[config.mk]
export PLATFORM = sky130hd
export DESIGN_NAME = reg_file_sb
export DESIGN_NICKNAME = d
export VERILOG_FILES = /design/src/rtl/reg_file_sb.sv
export SDC_FILE = /design/constraint.sdc
export NUM_CORES = 2
export LEC_CHECK = 0
export BUFFER_PORTS_ARGS = -buffer_cell sky130_fd_sc_hd__buf_2
export CORE_ASPECT_RATIO = 0.8
export CORE_MARGIN = 8
export CORE_UTILIZATION = 52
export CTS_BUF_LIST = sky130_fd_sc_hd__clkbuf_4 sky130_fd_sc_hd__clkbuf_8
export DETAILED_ROUTE_END_ITERATION = 16
export PLACE_DENSITY = 0.67
export SYNTH_ARGS = -nofsm -noshare
export SYNTH_HDL_FRONTEND = slang
export SYNTH_SLANG_ARGS = --single-unit
[constraint.sdc]
create_clock -name clk -period 11.15 [get_ports clk]
set_input_delay 2.23 -clock clk [delete_from_list [all_inputs] [get_ports clk]]
set_output_delay 2.23 -clock clk [all_outputs]
set_load 0.03 [all_outputs]
[src/rtl/reg_file_sb.sv]
`default_nettype none
// ============================================================================
// Module      : reg_file_sb
// Description : Register file with two combinational read ports, one
//               synchronous write port and a per-register pending
//               scoreboard.
//               - Register 0 can be made hardwired zero.
//               - A write can be bypassed to the read ports in the same cycle.
//               - The stack-pointer register has its own reset value.
// Revision    : 1.0 - initial release
// ============================================================================
module reg_file_sb #(
    parameter int              DATA_W   = 32,
    parameter int              ADDR_W   = 5,
    parameter int              ZERO_REG = 1,
    parameter int              BYPASS   = 1,
    parameter int              SP_IDX   = 29,
    parameter logic [DATA_W-1:0] SP_INIT  = '0
) (
    input  logic              clk,
    input  logic              rst,
    input  logic              We,
    input  logic [ADDR_W-1:0] WA,
    input  logic [DATA_W-1:0] DW,
    input  logic [ADDR_W-1:0] AR1,
    input  logic [ADDR_W-1:0] AR2,
    output logic [DATA_W-1:0] DR1,
    output logic [DATA_W-1:0] DR2,
    output logic              Rv1,
    output logic              Rv2,
    input  logic              Res,
    input  logic [ADDR_W-1:0] RA,
    output logic              Busy,
    output logic [ADDR_W:0]   PendCnt
);

    localparam int c_DEPTH = 2**ADDR_W;
    localparam bit c_ZR    = (ZERO_REG != 0);
    localparam bit c_BYP   = (BYPASS != 0);

    logic [DATA_W-1:0]  r_rf [c_DEPTH];
    logic [c_DEPTH-1:0] r_pend;
    logic [ADDR_W:0]    r_pend_cnt;
    logic               r_busy;

    logic               w_we_ok;
    logic               w_res_ok;
    logic               w_set;
    logic               w_clr;
    logic [ADDR_W:0]    w_cnt_nxt;

    // Qualify write/reserve: register 0 swallows both when hardwired to zero
    always_comb begin
        w_we_ok  = We  && !(c_ZR && (WA == '0));
        w_res_ok = Res && !(c_ZR && (RA == '0));
        // Count changes only on real pend transitions; a reserve to the same
        // address as the write keeps the bit set, so that write clears nothing
        w_set     = w_res_ok && !r_pend[RA];
        w_clr     = w_we_ok && r_pend[WA] && !(w_res_ok && (RA == WA));
        w_cnt_nxt = r_pend_cnt + {{ADDR_W{1'b0}}, w_set} - {{ADDR_W{1'b0}}, w_clr};
    end

    // Register storage: reset preset (stack pointer), then qualified writes
    always_ff @(posedge clk) begin
        if (rst) begin
            for (int i = 0; i < c_DEPTH; i++) begin
                r_rf[i] <= (i == SP_IDX) ? SP_INIT : '0;
            end
        end else if (w_we_ok) begin
            r_rf[WA] <= DW;
        end
    end

    // Pending vector: write clears, reserve sets; the later set wins on a clash
    always_ff @(posedge clk) begin
        if (rst) begin
            r_pend <= '0;
        end else begin
            if (w_we_ok) begin
                r_pend[WA] <= 1'b0;
            end
            if (w_res_ok) begin
                r_pend[RA] <= 1'b1;
            end
        end
    end

    // Pending count and busy flag track pend on the same edge
    always_ff @(posedge clk) begin
        if (rst) begin
            r_pend_cnt <= '0;
            r_busy     <= 1'b0;
        end else begin
            r_pend_cnt <= w_cnt_nxt;
            r_busy     <= (w_cnt_nxt != '0);
        end
    end

    // Read port 1: zero register, then bypass (suppressed while in reset), then array
    always_comb begin
        DR1 = r_rf[AR1];
        Rv1 = !r_pend[AR1];
        if (c_ZR && (AR1 == '0)) begin
            DR1 = '0;
            Rv1 = 1'b1;
        end else if (c_BYP && We && !rst && (WA == AR1)) begin
            DR1 = DW;
            Rv1 = 1'b1;
        end
    end

    // Read port 2: same resolution as port 1, independently
    always_comb begin
        DR2 = r_rf[AR2];
        Rv2 = !r_pend[AR2];
        if (c_ZR && (AR2 == '0)) begin
            DR2 = '0;
            Rv2 = 1'b1;
        end else if (c_BYP && We && !rst && (WA == AR2)) begin
            DR2 = DW;
            Rv2 = 1'b1;
        end
    end

    assign Busy    = r_busy;
    assign PendCnt = r_pend_cnt;

endmodule
`default_nettype wire

==> run_summary.xml <==
<?xml version="1.0" encoding="UTF-8"?>
<metrics>
  <group name="outcome">
    <metric name="outcome" unit="">complete, no violations</metric>
  </group>
  <group name="setup_path">
    <metric name="cpMostUsedCell" unit="">mux4_2</metric>
    <metric name="path_buf_inv" unit="">3</metric>
    <metric name="critical_path.reg2reg.startpoint" unit="">r_pend[19]</metric>
    <metric name="cp_max_fo" unit="">122</metric>
    <metric name="ff2ff_path_depth" unit="">14</metric>
    <metric name="critical_path_class" unit="">primary input to output pin</metric>
    <metric name="cp_launch_type" unit="">primary input</metric>
    <metric name="crit_cells" unit="">7</metric>
    <metric name="data_required_time_of_the_worst_path" unit="ns">8.92</metric>
    <metric name="end_kind" unit="">output pin</metric>
    <metric name="worst_path_dominant_cell_family" unit="">buffers and inverters</metric>
    <metric name="worst-r2r-setup-slack" unit="ns">7.98</metric>
    <metric name="critPathArrivalTime" unit="ns">6.19</metric>
    <metric name="worst_path_max_delay_cell" unit="">a211oi_1</metric>
    <metric name="max_incr_delay_on_cp" unit="ns">0.84</metric>
    <metric name="rr_endpoint" unit="">Busy</metric>
    <metric name="cp_cell_sequence" unit="">buf_8 -&gt; buf_12 -&gt; mux4_2 -&gt; mux4_2 -&gt; a211oi_1 -&gt; a21oi_1 -&gt; buf_2</metric>
  </group>
  <group name="grt">
    <metric name="first_global_vias" unit="">38787</metric>
    <metric name="grt_antenna_before_repair" unit="">24</metric>
    <metric name="grt_use_total" unit="%">33.8</metric>
    <metric name="grt_start_max_net_pins" unit="">123</metric>
    <metric name="grt_first_pass_wirelength" unit="um">296000</metric>
    <metric name="grt-ovfl-total" unit="">0</metric>
  </group>
  <group name="final_layout">
    <metric name="filler_cell_count" unit="">8817</metric>
    <metric name="final_design_area_no_fill" unit="sq mm">0.0637</metric>
    <metric name="post_route_cells_drive_above_1_share" unit="%">26.8</metric>
    <metric name="area.growth.synth_to_final" unit="%">9.44</metric>
    <metric name="utilization" unit="%">57.6</metric>
    <metric name="num-nets-final" unit="">4219</metric>
  </group>
  <group name="power">
    <metric name="clock_power_share" unit="%">35.7</metric>
    <metric name="net-switching-power" unit="mW">2.71</metric>
    <metric name="p_int" unit="mW">6.87</metric>
    <metric name="powerDensity" unit="mW/mm^2">150</metric>
    <metric name="pwr-share-comb" unit="%">15.0</metric>
    <metric name="seq_power_share" unit="%">49.4</metric>
    <metric name="netSwitchingFraction" unit="%">28.3</metric>
    <metric name="peakVddDrop" unit="mV">0.120</metric>
    <metric name="leakage_power_summed_over_all_cells" unit="nW">21.9</metric>
  </group>
  <group name="min_path">
    <metric name="hp-class" unit="">flop to flop</metric>
    <metric name="timing.hold.worst_endpoint" unit="">r_pend[3]</metric>
    <metric name="hold_path.startpoint" unit="">r_pend[3]</metric>
    <metric name="hold-path-cell-count" unit="">2</metric>
  </group>
  <group name="sta">
    <metric name="min_period_over_period" unit="%">75.5</metric>
    <metric name="report.final.setup_viol" unit="">0</metric>
    <metric name="max_slew_margin" unit="%">11.5</metric>
    <metric name="slew_viol_final" unit="">0</metric>
    <metric name="tightestPinTransition" unit="ns">1.32</metric>
    <metric name="timing.fmax" unit="MHz">119</metric>
    <metric name="worst_clock_skew" unit="ns">0.0212</metric>
    <metric name="fin_tns_setup" unit="ns">0</metric>
    <metric name="finalHoldViolations" unit="">0</metric>
    <metric name="unrepaired_setup_endpoints_after_global_routing" unit="">false</metric>
    <metric name="layout_setup_ws" unit="ns">2.73</metric>
    <metric name="period_minus_slack" unit="ns">8.42</metric>
  </group>
  <group name="floorplan">
    <metric name="chipHeight" unit="um">315</metric>
    <metric name="dieWidth" unit="um">390</metric>
    <metric name="area_enclosed_by_the_die_boundary" unit="sq mm">0.123</metric>
    <metric name="design.core.area" unit="sq mm">0.111</metric>
    <metric name="std_cell_rows" unit="">109</metric>
    <metric name="initial_utilization" unit="%">52.6</metric>
    <metric name="boundary_pins" unit="">129</metric>
  </group>
  <group name="synth">
    <metric name="synth_sequential_area_ratio" unit="%">54.1</metric>
    <metric name="synth_largest_type_area_fraction" unit="%">52.8</metric>
    <metric name="post_synth_main_area_contributors" unit="">edfxtp_1, mux4_2, and2_1</metric>
    <metric name="synth.largest_area_cell" unit="">edfxtp_1</metric>
    <metric name="synth-edff-count" unit="">1024</metric>
    <metric name="post_synth.cell_area_avg" unit="sq um">14.0</metric>
    <metric name="mappedNetlistArea" unit="sq mm">0.0582</metric>
    <metric name="ys_seq_elements" unit="">1063</metric>
    <metric name="cell_count_after_synthesis" unit="">4148</metric>
    <metric name="dominantRegCellSynth" unit="">edfxtp_1</metric>
    <metric name="yosysWarningCount" unit="">0</metric>
    <metric name="postSynth.asyncResetShare" unit="%">0</metric>
    <metric name="synth_cell_type_count" unit="">64</metric>
  </group>
  <group name="clock_network">
    <metric name="cts_hold_repair.buffers" unit="">0</metric>
    <metric name="tritoncts" unit="">yes</metric>
    <metric name="clk_root_buffer_cell" unit="">clkbuf_8</metric>
    <metric name="clk_path_buf_depth" unit="">3</metric>
    <metric name="ctsResizeCount" unit="">0</metric>
    <metric name="post-cts-setup-buffers" unit="">0</metric>
    <metric name="cts_made_buffers" unit="">174</metric>
    <metric name="clk_transition_reported_paths" unit="ns">0.06</metric>
    <metric name="clkSinkCount" unit="">1063</metric>
    <metric name="worstSkewPairLatency" unit="ns">0.90</metric>
    <metric name="htree_num_levels" unit="">4</metric>
  </group>
  <group name="placed_design">
    <metric name="place_hpwl" unit="um">125000</metric>
    <metric name="placement.cell_area" unit="sq mm">0.0604</metric>
    <metric name="port_buffers" unit="">128</metric>
    <metric name="dp_worst_setup_slack" unit="ns">3.05</metric>
    <metric name="place_congestion" unit="">0.971</metric>
  </group>
  <group name="run">
    <metric name="max_cap_violations" unit="">0</metric>
  </group>
  <group name="drt">
    <metric name="drt_pass1_iterations" unit="">6</metric>
    <metric name="drt_wl_cell" unit="um">36.7</metric>
    <metric name="post-route-drc-count" unit="">0</metric>
    <metric name="route.final.wire_length" unit="um">213000</metric>
    <metric name="antenna_violating_nets_post_route" unit="">0</metric>
    <metric name="via_count" unit="">40563</metric>
    <metric name="drt-initial-drc-count" unit="">7035</metric>
    <metric name="drt-vias-per-instance" unit="">6.99</metric>
  </group>
</metrics>
how the worst max path moves through the flow:
stage                start  slack (ns)      end
global route        AR1[1]        2.78  DR1[19]
global placement    AR1[1]        3.01  DR1[19]
finish              AR1[1]        2.73  DR1[19]
floorplan           AR1[1]        4.82  DR1[17]
CTS                 AR1[1]        3.04  DR1[19]
detailed placement  AR1[1]        3.05  DR1[19]
Yosys cell counts, types with 11 or more instances:
| cell type | instances |
|---|---|
| a2111oi_0 | 11 |
| a211oi_1 | 64 |
| a21oi_1 | 49 |
| a221oi_1 | 39 |
| a22o_1 | 14 |
| a22oi_1 | 18 |
| and2_1 | 997 |
| buf_2 | 95 |
| buf_4 | 32 |
| buf_6 | 18 |
| clkbuf_1 | 285 |
| dfxtp_1 | 39 |
| edfxtp_1 | 1024 |
| inv_1 | 41 |
| mux2_2 | 152 |
| mux2i_1 | 136 |
| mux4_1 | 13 |
| mux4_2 | 417 |
| nand2_1 | 69 |
| nand2b_1 | 13 |
| nand3_1 | 21 |
| nor2_1 | 84 |
| nor2b_1 | 40 |
| nor3_1 | 44 |
| o211ai_1 | 21 |
| o21ai_0 | 125 |
| o221ai_1 | 24 |
| o22a_1 | 13 |
| o22ai_1 | 132 |
| xnor2_1 | 11 |
tightest hold or removal path, delay by kind of cell, from the launching register on:
kind	cells	cell delay [ns]
compound gates	1	0.07
buf+inv	1	0.06
flops	1	0.34
routing by layer:
metal  track usage [%]  part of all wire, %
met5                 0                0.037
met1              45.8                   37
met2              47.7                   42
met3              14.6                   17
met4              14.3                  4.7
layout make-up:
type	count	area (sq um)	area share, %
Antenna cell	7	17.5	0.0275
Clock buffer	230	2840	4.46
Clock inverter	84	502	0.787
Inverter	42	158	0.247
Multi-Input combinational cell	2638	25200	39.6
Sequential cell	1063	31500	49.5
Tap cell	1498	1870	2.94
Timing Repair Buffer	237	1600	2.51
through the flow:
stage	total power, mW	hold WS [ns]	cells
4_1_cts	9.52	0.514	5792
6_report	9.58	0.515	5799
5_1_grt	9.78	0.532	5794
3_3_place_gp	6.16	0.489	5478
2_1_floorplan	5.65	0.472	4179
3_5_place_dp	6.18	0.504	5478
layout by cell type (no fill, tap or decap), drive strengths merged, types with 24 or more instances in the layout:
cell | Yosys | final
mux4 | 430 | 430
a21oi | 49 | 49
o22ai | 132 | 132
clkinv | 1 | 71
mux2i | 136 | 136
o221ai | 24 | 24
edfxtp | 1024 | 1024
o21ai | 127 | 127
clkbuf | 285 | 230
nor2 | 85 | 85
conb | 1 | 32
a211oi | 64 | 64
and2 | 997 | 997
inv | 41 | 46
nor3 | 45 | 45
nor2b | 40 | 40
a221oi | 39 | 39
mux2 | 152 | 152
nand2 | 69 | 69
dfxtp | 39 | 39
buf | 151 | 237
sequential cells by signal (all words and copies together), names as in the netlist:
name,count
Busy,1
PendCnt,6
r_pend,32
r_rf,1024
power groups by stage:
| stage | sequential, mW | combinational, mW | clock, mW |
|---|---|---|---|
| CTS | 4.72 | 1.38 | 3.42 |
| detailed placement | 4.80 | 1.38 | 0 |
| global placement | 4.79 | 1.37 | 0 |
| finish | 4.73 | 1.43 | 3.42 |
| floorplan | 4.78 | 0.868 | 0 |
| global route | 4.75 | 1.46 | 3.58 |
cell families (layout without fill, tap and decap cells):
family                   after synthesis  count (layout)  share of synthesized area (%)
buffers and inverters                478             593                           3.74
adder cells (fa/ha/maj)                7               7                          0.163
flip-flops                          1063            1063                           54.1
AO/OA/AOI/OAI                        540             540                           6.21
multiplexers                         718             718                           22.0
XOR/XNOR                              20              20                          0.301
other                                  1              39                        0.00644
AND/OR/NAND/NOR                     1321            1321                           13.5
(Power assumes the default switching activity.)
